===== config.mk =====
export PLATFORM = sky130hd
export DESIGN_NAME = decode_stage
export DESIGN_NICKNAME = d
export VERILOG_FILES = /design/src/rtl/decoder_pkg.sv /design/src/rtl/decode_comb.sv /design/src/rtl/decode_stage.sv
export SDC_FILE = /design/constraint.sdc
export NUM_CORES = 1
export LEC_CHECK = 0
export CORE_ASPECT_RATIO = 1.4
export CORE_MARGIN = 4
export CORE_UTILIZATION = 40
export CTS_CLUSTER_SIZE = 28
export DETAILED_ROUTE_END_ITERATION = 16
export PLACE_DENSITY_LB_ADDON = 0.2
export RECOVER_POWER = 100
export SLEW_MARGIN = 20
export SYNTH_ARGS = -nofsm -noshare
export SYNTH_HDL_FRONTEND = slang
export SYNTH_SLANG_ARGS = --single-unit

===== constraint.sdc =====
create_clock -name clk -period 7.5 [get_ports clk]
set_clock_uncertainty 0.1 [all_clocks]
set_input_delay 1.125 -clock clk [delete_from_list [all_inputs] [get_ports clk]]
set_output_delay 1.125 -clock clk [all_outputs]
set_load 0.1 [all_outputs]

===== src/rtl/decoder_pkg.sv =====
// decoder_pkg: shared RV32 decode constants, operation enums and the decoded-entry record.
package decoder_pkg;
  localparam int XLEN = 32;
  localparam int RW = 5;
  localparam logic [6:0] OPC_LOAD  = 7'b0000011;
  localparam logic [6:0] OPC_STORE = 7'b0100011;
  localparam logic [6:0] OPC_OPIMM = 7'b0010011;
  localparam logic [6:0] OPC_OP    = 7'b0110011;
  localparam logic [2:0] F3_ADD  = 3'b000;
  localparam logic [2:0] F3_SLL  = 3'b001;
  localparam logic [2:0] F3_SLT  = 3'b010;
  localparam logic [2:0] F3_XOR  = 3'b100;
  localparam logic [2:0] F3_OR   = 3'b110;
  localparam logic [2:0] F3_AND  = 3'b111;
  localparam logic [2:0] F3_WORD = 3'b010;
  localparam logic [6:0] F7_BASE = 7'b0000000;
  localparam logic [6:0] F7_ALT  = 7'b0100000;
  typedef enum logic [2:0] {
    ALU_ADD, ALU_SUB, ALU_AND, ALU_OR, ALU_XOR, ALU_SLT, ALU_SLL, ALU_NONE
  } alu_op_t;
  typedef enum logic [2:0] {
    SX_I = 3'b000, SX_S = 3'b001, SX_R = 3'b010, SX_NONE = 3'b111
  } sx_op_t;
  typedef struct packed {
    alu_op_t         alu_op;
    sx_op_t          sx_op;
    logic [XLEN-1:0] imm;
    logic            mem_read;
    logic            mem_write;
    logic            reg_write;
    logic [RW-1:0]   rs1;
    logic [RW-1:0]   rs2;
    logic [RW-1:0]   rd;
    logic            illegal;
  } decoded_t;
  localparam decoded_t DEC_ILLEGAL = '{ALU_NONE, SX_NONE, '0, 1'b0, 1'b0, 1'b0, '0, '0, '0, 1'b1};
  localparam decoded_t DEC_RESET   = '{ALU_NONE, SX_NONE, '0, 1'b0, 1'b0, 1'b0, '0, '0, '0, 1'b0};
  // Shared funct3 map of OP and OP-IMM; ALU_NONE marks an unsupported funct3.
  function automatic alu_op_t f3_to_alu(input logic [2:0] f3);
    return f3 == F3_ADD ? ALU_ADD :
           f3 == F3_AND ? ALU_AND :
           f3 == F3_OR  ? ALU_OR  :
           f3 == F3_XOR ? ALU_XOR :
           f3 == F3_SLT ? ALU_SLT :
           f3 == F3_SLL ? ALU_SLL : ALU_NONE;
  endfunction
endpackage


===== src/rtl/decode_comb.sv =====
// decode_comb: combinational instruction word to decoded_t translation.
module decode_comb
  import decoder_pkg::*;
(
  input  logic [XLEN-1:0] i_instr,
  output decoded_t        o_dec
);
  logic [6:0]      w_opc;
  logic [2:0]      w_f3;
  logic [6:0]      w_f7;
  logic [RW-1:0]   w_rs1;
  logic [RW-1:0]   w_rs2;
  logic [RW-1:0]   w_rd;
  logic [XLEN-1:0] w_imm_i;
  logic [XLEN-1:0] w_imm_s;
  alu_op_t         w_f3_alu;
  logic            w_op_ok;
  assign w_opc    = i_instr[6:0];
  assign w_f3     = i_instr[14:12];
  assign w_f7     = i_instr[31:25];
  assign w_rs1    = i_instr[19:15];
  assign w_rs2    = i_instr[24:20];
  assign w_rd     = i_instr[11:7];
  assign w_imm_i  = {{(XLEN-12){i_instr[31]}}, i_instr[31:20]};
  assign w_imm_s  = {{(XLEN-12){i_instr[31]}}, i_instr[31:25], i_instr[11:7]};
  assign w_f3_alu = f3_to_alu(w_f3);
  assign w_op_ok  = (w_f7 == F7_BASE && w_f3_alu != ALU_NONE) || (w_f7 == F7_ALT && w_f3 == F3_ADD);
  always_comb begin
    o_dec = DEC_ILLEGAL;
    if (w_opc == OPC_LOAD && w_f3 == F3_WORD)
      o_dec = '{ALU_ADD, SX_I, w_imm_i, 1'b1, 1'b0, 1'b1, w_rs1, '0, w_rd, 1'b0};
    else if (w_opc == OPC_STORE && w_f3 == F3_WORD)
      o_dec = '{ALU_ADD, SX_S, w_imm_s, 1'b0, 1'b1, 1'b0, w_rs1, w_rs2, '0, 1'b0};
    else if (w_opc == OPC_OPIMM && w_f3_alu != ALU_NONE)
      o_dec = '{w_f3_alu, SX_I, w_imm_i, 1'b0, 1'b0, 1'b1, w_rs1, '0, w_rd, 1'b0};
    else if (w_opc == OPC_OP && w_op_ok)
      o_dec = '{w_f7 == F7_ALT ? ALU_SUB : w_f3_alu, SX_R, '0, 1'b0, 1'b0, 1'b1, w_rs1, w_rs2, w_rd, 1'b0};
  end
endmodule


===== src/rtl/decode_stage.sv =====
// decode_stage: registered, back-pressured RV32 decode stage with a two-entry skid buffer,
// flush support and a saturating illegal-instruction counter.
module decode_stage
  import decoder_pkg::*;
#(
  parameter int DATA_WIDTH = 32,
  parameter int REG_COUNT  = 32,
  parameter int CNT_WIDTH  = 16,
  localparam int RWD = $clog2(REG_COUNT)
) (
  input  logic                  clk,
  input  logic                  rst,
  input  logic                  flush,
  input  logic                  in_valid,
  output logic                  in_ready,
  input  logic [DATA_WIDTH-1:0] in_instr,
  input  logic [DATA_WIDTH-1:0] in_pc,
  output logic                  out_valid,
  input  logic                  out_ready,
  output logic [DATA_WIDTH-1:0] out_pc,
  output logic [2:0]            alu_op,
  output logic [2:0]            sx_op,
  output logic [DATA_WIDTH-1:0] imm,
  output logic                  mem_read,
  output logic                  mem_write,
  output logic                  reg_write,
  output logic [RWD-1:0]        rs1,
  output logic [RWD-1:0]        rs2,
  output logic [RWD-1:0]        rd,
  output logic                  illegal,
  output logic [CNT_WIDTH-1:0]  illegal_count
);
  decoded_t              w_dec;
  decoded_t              r_main;
  decoded_t              r_skid;
  logic [DATA_WIDTH-1:0] r_main_pc;
  logic [DATA_WIDTH-1:0] r_skid_pc;
  logic                  r_main_v;
  logic                  r_skid_v;
  logic                  r_in_ready;
  logic [CNT_WIDTH-1:0]  r_cnt;
  logic                  w_accept;
  logic                  w_emit;
  logic                  w_main_free;
  logic                  w_main_v_nxt;
  logic                  w_skid_v_nxt;
  decode_comb u_dec (.i_instr(in_instr), .o_dec(w_dec));
  assign w_accept    = in_valid & r_in_ready;
  assign w_emit      = r_main_v & out_ready;
  assign w_main_free = !r_main_v | w_emit;
  // The skid only ever holds an entry while main is full, so a freed main takes the skid first.
  assign w_main_v_nxt = w_main_free ? (r_skid_v | w_accept) : 1'b1;
  assign w_skid_v_nxt = w_main_free ? 1'b0 : (r_skid_v | w_accept);
  always_ff @(posedge clk or posedge rst) begin
    if (rst) begin
      r_main     <= DEC_RESET;
      r_skid     <= DEC_RESET;
      r_main_pc  <= '0;
      r_skid_pc  <= '0;
      r_main_v   <= 1'b0;
      r_skid_v   <= 1'b0;
      r_in_ready <= 1'b1;
      r_cnt      <= '0;
    end else if (flush) begin
      r_main_v   <= 1'b0;
      r_skid_v   <= 1'b0;
      r_in_ready <= 1'b1;
    end else begin
      if (w_main_free && (r_skid_v || w_accept)) begin
        r_main    <= r_skid_v ? r_skid : w_dec;
        r_main_pc <= r_skid_v ? r_skid_pc : in_pc;
      end
      if (!w_main_free && w_accept) begin
        r_skid    <= w_dec;
        r_skid_pc <= in_pc;
      end
      r_main_v   <= w_main_v_nxt;
      r_skid_v   <= w_skid_v_nxt;
      r_in_ready <= !w_skid_v_nxt;
      if (w_accept && w_dec.illegal && r_cnt != '1)
        r_cnt <= r_cnt + 1'b1;
    end
  end
  assign in_ready      = r_in_ready;
  assign out_valid     = r_main_v;
  assign out_pc        = r_main_pc;
  assign alu_op        = r_main.alu_op;
  assign sx_op         = r_main.sx_op;
  assign imm           = r_main.imm;
  assign mem_read      = r_main.mem_read;
  assign mem_write     = r_main.mem_write;
  assign reg_write     = r_main.reg_write;
  assign rs1           = r_main.rs1;
  assign rs2           = r_main.rs2;
  assign rd            = r_main.rd;
  assign illegal       = r_main.illegal;
  assign illegal_count = r_cnt;
endmodule


# Yosys cells after proc, flatten, opt, wreduce, memory -nomap -nowiden
# Index checks and enable logic that the tools add are counted.
# Widths: inputs -> output; s select.
[classes] add_sub_neg=1 n_eq_ne=12 n_mux=18 bitwise=5 n_reduce_logical=20
[op_table] cell="$mux 57" n=5
[op_table] cell="$mux 32" n=1
[op_table] cell="$eq 7x6->1 const B" n=3
[op_table] cell="$mux 3" n=6
[op_table] cell="$add 16x1->16 const B" n=1
[op_table] cell="$ne 16x16->1 const B" n=1
[op_table] cell="$logic_and 1x1->1" n=10
[op_table] cell="$eq 3x3->1 const B" n=3
[op_table] cell="$eq 7x2->1 const B" n=1
[op_table] cell="$eq 7x5->1 const B" n=1
[op_table] cell="$logic_not 7->1" n=1
[op_table] cell="$mux 1" n=6
[op_table] cell="$reduce_and 2->1" n=3
[op_table] cell="$eq 3x1->1 const B" n=1
[op_table] cell="$eq 3x2->1 const B" n=1
[op_table] cell="$logic_not 1->1" n=3
[op_table] cell="$logic_not 3->1" n=1
[op_table] cell="$ne 3x3->1 const B" n=1
[op_table] cell="$and 1x1->1" n=2
[op_table] cell="$logic_or 1x1->1" n=2
[op_table] cell="$or 1x1->1" n=2
[op_table] cell="$not 1->1" n=1
[word_totals] reg_bits=197 input_bits=69 output_inout_bits=107 elab_cells=82

# Longest topological paths before layout
# Gate-level depths: netlist of the first run.
[logic_depth] depth_word=18 ltp_mapped=8 depth_no_buf=6

# Cells and area by module
# Synthesis of the first run repeated with hierarchy kept, for this count alone.
[hier_totals] cells_unflattened=769 area_unflattened_um2=9033.7
[modules_own_cells] module="decode_stage" n_inst=1 cells_each=661 area_each_um2=8308.0 seq_area_each_um2=4946.0
[modules_own_cells] module="decode_comb" n_inst=1 cells_each=108 area_each_um2=725.7 seq_area_each_um2=0.0

# Worst setup path before layout of the first run
# OpenSTA, ideal clock, no wires.
[synth_timing] path_kind="register -> output" startpoint="reg, netlist name imm[30]" endpoint="out imm[12]" arrival_ns=1.656 required_time_ns=6.275 path_slack_ns=4.619 path_stages_with_launch=2 n_path_buf=1 path_cell_list="dfrtp_1 > buf_4"
[synth_rtl] element="to (decl)" line="decode_stage.sv:23" source="output logic [DATA_WIDTH-1:0] imm,"

# Worst setup path after layout of the first run
[layout_timing] startpoint="reg r_skid_v" endpoint="reg r_main (netlist bit imm[2])"
[layout_between] elab_chain_cells=3 elab_cells_between_ends=4 cone_classes="mux: 1; reduce/logical: 3"
[layout_lines] element="from (decl)" line="decode_stage.sv:39" source="logic r_skid_v;"
[layout_lines] element="from (signal assigned)" line="decode_stage.sv:78" source="r_skid_v <= w_skid_v_nxt;"
[layout_lines] element="$logic_or 1x1->1" line="decode_stage.sv:69" source="if (w_main_free && (r_skid_v || w_accept)) begin"
[layout_lines] element="$logic_and 1x1->1" line="decode_stage.sv:69"
[layout_lines] element="$reduce_and 2->1 (no line)"
[layout_lines] element="to (signal assigned)" line="decode_stage.sv:70" source="r_main <= r_skid_v ? r_skid : w_dec;"
[layout_lines] element="to (decl)" line="decode_stage.sv:34" source="decoded_t r_main;"
# Several ways; a longest one is shown, not always the timed one.
# A chain may end at the register's enable or synchronous reset.

==> impl_metrics.ini, run 1 <==
[setup_path]
slowest_stage = dfrtp_1
arrival_ps = 5440
cp-startpoint = r_skid_v
crit_chain = a21oi_1 > or3_2 > buf_4 > nor2_1 > nand2_1 > o22ai_1
required_ps = 7720
worst-path-max-fanout = 101
r2r-start = r_skid_v
r2r-end = imm[2]
path_class = reg -> reg
end_kind = register
slowest_delay_ps = 2600
worst_r2r_path_depth = 6
crit_path_end = imm[2]
startpoint_type = register
r2r_slack_ps = 2290

[finish]
layout_commonest_cell = nand2_1
layout-drive-gt1-share_pct = 6.977
regArea_um2 = 3945
antennaDiodeCount = 0
syn_to_final_growth_pct = 31.17
multi_input_area_um2 = 2877
fillers = 1698
finalNetCount = 960
layout_common_cells = 194 x nand2_1, 144 x dfrtp_1, 110 x dlygate4sd3_1

[cts]
numCtsBuffers = 17
clkTransAtPathRegs_ps = 60
worstSkewPairLatency_ps = 420
cts_hold_buf = 0
cts_tree = done
clkSinkCount = 157
cts_max_level = 4
cts_resized = 0
cts_setup_buffers = 0
root_buffer = clkbuf_16
cts_buffer_depth = 2

[place]
pre_cts_ws_ps = 3601
hpwl_mm = 12.34
io_buffers = 175
place.gp.congestion = 0.8340

[yosys]
synth_top_area_share_pct = 49.68
yosysWarnings = 0
synth_edf_count = 0
synth_area_leader_cell = dfrtp_1
ys_seq_elements = 157
yosysUniqueCellTypes = 54
syn-instance-count = 759
synth_area_um2 = 7253
synth_area_per_cell_um2 = 9.556
synth_area_leaders = dfrtp_1 50%, nand2_1 10%, mux2i_1 5.1%
ys_seq_area_share_pct = 54.39
ys.flop_type = dfrtp_1
synth_nets = 829
synthArstFlopShare_pct = 100.0

[route]
route.detailed.drc = 0
drtAntennaViolNets = 0
postRouteWirelength_mm = 19.08
firstDrtPassIters = 4
vias = 5822
drt_iter0_drc = 327
routedWlPerCell_um = 16.69
vias_per_cell = 5.094

[timing]
period_needed_ps = 5215
setup_viol = 0
drv_slew = 179
rsz0062_at_grt = false
period_share_pct = 69.53
tns_ps = 0
final-hold-violation-count = 0
timing.final.ws_setup_ps = 2285
fmax_mhz = 191.8
max_slew.worst_pin.slew_ps = 4392
slew-limit-headroom_pct = -194.4

[power]
p_int_mw = 1.655
pwr-share-comb_pct = 35.0
powerDensity_nw_per_um2 = 305.2
p_sw_share_pct = 42.98
p_sw_mw = 1.248
clock_power_share_pct = 28.9
seqPwrFrac_pct = 36.2
vdd_drop_max_uv = 317.7
cellLeakagePower_nw = 4.292

[global_routing]
grt_antenna_before_repair = 0
grt_use_total_pct = 19.15
grt_pass1_wl_mm = 30.97
gr-total-overflow = 0
grt_pass1_vias = 5929
grt_max_degree = 102

[run_status]
violations = max-capacitance violations, max-slew violations
status = complete, but fails checks

[floorplan]
core_um2 = 17920
ioPinCount = 176
initial_core_util_pct = 40.46
die_w_um = 121.8
fp-row-count = 58
dieArea_um2 = 20380
die_h_um = 167.3

[run]
max_cap_viol_count = 2

[worst_hold_path]
hold_start = out_pc[31]
holdCritPathClass = reg -> reg
## routing by layer
layer / vias to the layer above / wire, um / GRT usage (%) / part of all wire, %
li1: 2854 / - / - / -
met4: 0 / 195 / 5.412 / 1.0
met1: 2803 / 8361 / 25.18 / 44
met2: 150 / 9442 / 31.38 / 49
met3: 15 / 1080 / 4.831 / 5.7
met5: - / 0 / 0 / 0
## state kept, by name, indices dropped and copies added (netlist names)
register and cells:
r_skid 37, out_pc 32, r_skid_pc 32, illegal_count 16
imm 12, rd 5, rs1 5, rs2 5
alu_op 3, sx_op 3, illegal 1, in_ready 1
mem_read 1, mem_write 1, out_valid 1, r_skid_v 1
reg_write 1
## power by group through the flow
| stage | combinational (mW) | clock [mW] | sequential (mW) |
|---|---|---|---|
| finish | 1.02 | 0.838 | 1.05 |
| global route | 1.06 | 0.898 | 1.07 |
| CTS | 1.06 | 0.860 | 1.05 |
| detailed placement | 1.06 | 0 | 1.07 |
| global placement | 1.05 | 0 | 1.07 |
| floorplan | 0.329 | 0 | 1.54 |
## worst max-delay path, delay by kind of cell (launching register included)
| family | cells | cell delay (ps) |
|---|---|---|
| flip-flops | 1 | 2600 |
| AO/OA/AOI/OAI | 2 | 580 |
| buffers and inverters | 1 | 390 |
| AND/OR/NAND/NOR | 3 | 1410 |
## stage by stage
stage          cell area (um^2)  utilization (%)  hold slack, ps  total power [mW]  std cells
2_1_floorplan              7253                -           342.3             1.870        759
3_3_place_gp               9022            50.34           354.4             2.114       1111
3_5_place_dp               9022            50.34           362.4             2.125       1111
4_1_cts                    9598            53.55           378.2             2.972       1143
5_1_grt                    9514            53.08           391.8             3.028       1143
6_report                   9514            53.08           371.2             2.903       1143
## Yosys cell counts, types with 5 or more instances
cell,count
a21oi_1,50
a22o_1,5
and3_1,12
buf_2,9
buf_4,21
clkbuf_1,37
dfrtp_1,144
dfstp_2,13
mux2i_1,37
nand2_1,195
nand3_1,29
nor2_1,29
nor3_1,6
o21ai_0,74
o22ai_1,7
or4b_1,6
xnor2_1,7
xor2_1,8
## cell families (layout without fill, tap and decap cells)
| kind of cell | after synthesis | after routing | synth area share (%) |
|---|---|---|---|
| AND/OR/NAND/NOR | 303 | 303 | 18.66 |
| AO/OA/AOI/OAI | 168 | 168 | 13.99 |
| flip-flops | 157 | 157 | 54.39 |
| buffers and inverters | 74 | 218 | 5.175 |
| multiplexers | 40 | 40 | 5.572 |
| XOR/XNOR | 16 | 16 | 2.036 |
| adder cells (fa/ha/maj) | 1 | 1 | 0.1725 |
## cell type report
type,instances,area share (%)
clock inverters,14,1.433
clock buffers,18,4.616
multi-input cells,528,30.23
inverters,5,0.2104
well taps,240,3.156
repair buffers,181,18.88
flip-flops and latches,157,41.47
## worst min-delay path by stage
stage,cells after the start,to,slack [ps]
after global routing,2,r_skid_pc[20],390
after global placement,2,r_skid[14],350
after floorplan,2,r_skid[11],340
final,2,out_pc[31],370
after CTS,2,r_skid_pc[15],380
after detailed placement,2,r_skid_pc[15],360
Note: power is estimated with default switching activity, not from simulation.
==> inputs of run 2 (changes only) <==
clock period = 4.7 ns   (was 7.5 ns; I/O delays follow)
==> impl_metrics.ini, run 2 (synthesis results as in run 1) <==
[run_status]
status = complete, but fails checks
violations = max-capacitance violations, max-slew violations

[setup_path]
startpoint_type = input pin
crit_chain = dlygate4sd3_1 > and3b_1 > nand2_1 > clkbuf_2 > o21ai_0
worst-path-max-fanout = 46
r2r-start = in_ready
arrival_ps = 3660
r2r_slack_ps = 1680
r2r-end = r_skid[9]
worst_r2r_path_depth = 4
crit_path_end = r_skid[55]
end_kind = register
path_class = in -> reg
cp-startpoint = flush
slowest_delay_ps = 930
required_ps = 4900
slowest_stage = clkbuf_2

[worst_hold_path]
holdCritPathClass = reg -> reg

[global_routing]
gr-total-overflow = 0
grt_max_degree = 158
busiest_layer = met2
grt_pass1_wl_mm = 31.49
grt_antenna_before_repair = 0
grt_use_met3_pct = 4.392
grt_use_total_pct = 19.44
met2_usage_pct = 32.31
grt_pass1_vias = 6020
grtUsageMet1_pct = 25.07

[route]
route.detailed.drc = 0
vias_per_cell = 5.051
drtAntennaViolNets = 0
routedWlPerCell_um = 16.65
postRouteWirelength_mm = 19.04
vias = 5778
firstDrtPassIters = 4
drt_iter0_drc = 346

[floorplan]
die_h_um = 167.3
dieArea_um2 = 20380
ioPinCount = 176
fp-row-count = 58
initial_core_util_pct = 40.46
die_w_um = 121.8
core_um2 = 17920

[finish]
layout-drive-gt1-share_pct = 6.748
layout_common_cells = 195 x nand2_1, 143 x dfrtp_1, 112 x dlygate4sd3_1
finalNetCount = 961
regMostFlops = r_skid
syn_to_final_growth_pct = 32.24
antennaDiodeCount = 0
fillers = 1688
final_util_pct = 53.51
layout_commonest_cell = nand2_1
largest_reg_flops = 37

[cts]
cts_tree = done
cts_resized = 0
cts_max_level = 4
numCtsBuffers = 17
clkSinkCount = 157
root_buffer = clkbuf_16
cts_setup_buffers = 0
cts_buffer_depth = 2
worstSkewPairLatency_ps = 420
clkTransAtPathRegs_ps = 60
cts_hold_buf = 0

[timing]
max_slew.worst_pin.slew_ps = 2117
slew-limit-headroom_pct = -41.15
hold-worst-slack_ps = 370.9
tns_ps = 0
setup_viol = 0
rsz0062_at_grt = false
drv_slew = 158
period_share_pct = 73.56
fmax_mhz = 289.2
period_needed_ps = 3457
final-hold-violation-count = 0

[power]
powerDensity_nw_per_um2 = 499.9
vdd_drop_max_uv = 740.5
cellLeakagePower_nw = 4.331
power_mw = 4.795

[place]
place.gp.congestion = 0.7675
hpwl_mm = 12.40
io_buffers = 175

[run]
max_cap_viol_count = 1
[run 2: critical path, delay by kind of cell]
| kind | cells | cell delay [ps] |
|---|---|---|
| AO/OA/AOI/OAI | 1 | 240 |
| buffers and inverters | 2 | 1570 |
| AND/OR/NAND/NOR | 2 | 1120 |
[run 2: per-stage QoR]
| step | std cells | setup WS, ps | instance area (um^2) |
|---|---|---|---|
| final | 1144 | 1243 | 9592 |
| after floorplan | 759 | 1919 | 7257 |
| after global routing | 1144 | 894.2 | 9592 |
| after CTS | 1144 | 1504 | 9682 |
| after detailed placement | 1112 | 1157 | 9041 |
| after global placement | 1112 | 1231 | 9041 |
[run 2: worst min-delay path by stage]
stage	start	to	slack, ps	depth (start not counted)
2_1_floorplan	r_skid[11]	r_skid[11]	340	2
3_3_place_gp	r_skid[1]	r_skid[1]	350	2
3_5_place_dp	r_skid_pc[29]	r_skid_pc[29]	360	2
4_1_cts	r_skid[1]	r_skid[1]	380	2
5_1_grt	out_pc[5]	out_pc[5]	390	2
6_report	out_pc[1]	out_pc[1]	370	2
[run 2: where the power goes]
| part | internal (mW) | switching [mW] |
|---|---|---|
| Sequential | 1.55 | 0.124 |
| Combinational | 0.337 | 1.28 |
| Clock | 0.956 | 0.544 |
| Total | 2.84 | 1.95 |
[run 2: area by class of cell]
| cell class | instances | area, um^2 | area share [%] |
|---|---|---|---|
| multi-input cells | 528 | 2878 | 30.00 |
| flip-flops and latches | 157 | 3949 | 41.17 |
| well taps | 240 | 300.3 | 3.131 |
| inverters | 5 | 22.52 | 0.2348 |
| repair buffers | 182 | 1802 | 18.78 |
| clock inverters | 11 | 190.2 | 1.983 |
| clock buffers | 21 | 450.4 | 4.696 |
[run 2: layer usage]
layer	up-vias	wire length (um)
met5	-	0
met4	0	301
met3	17	997
met2	154	9440
met1	2754	8302
li1	2853	-
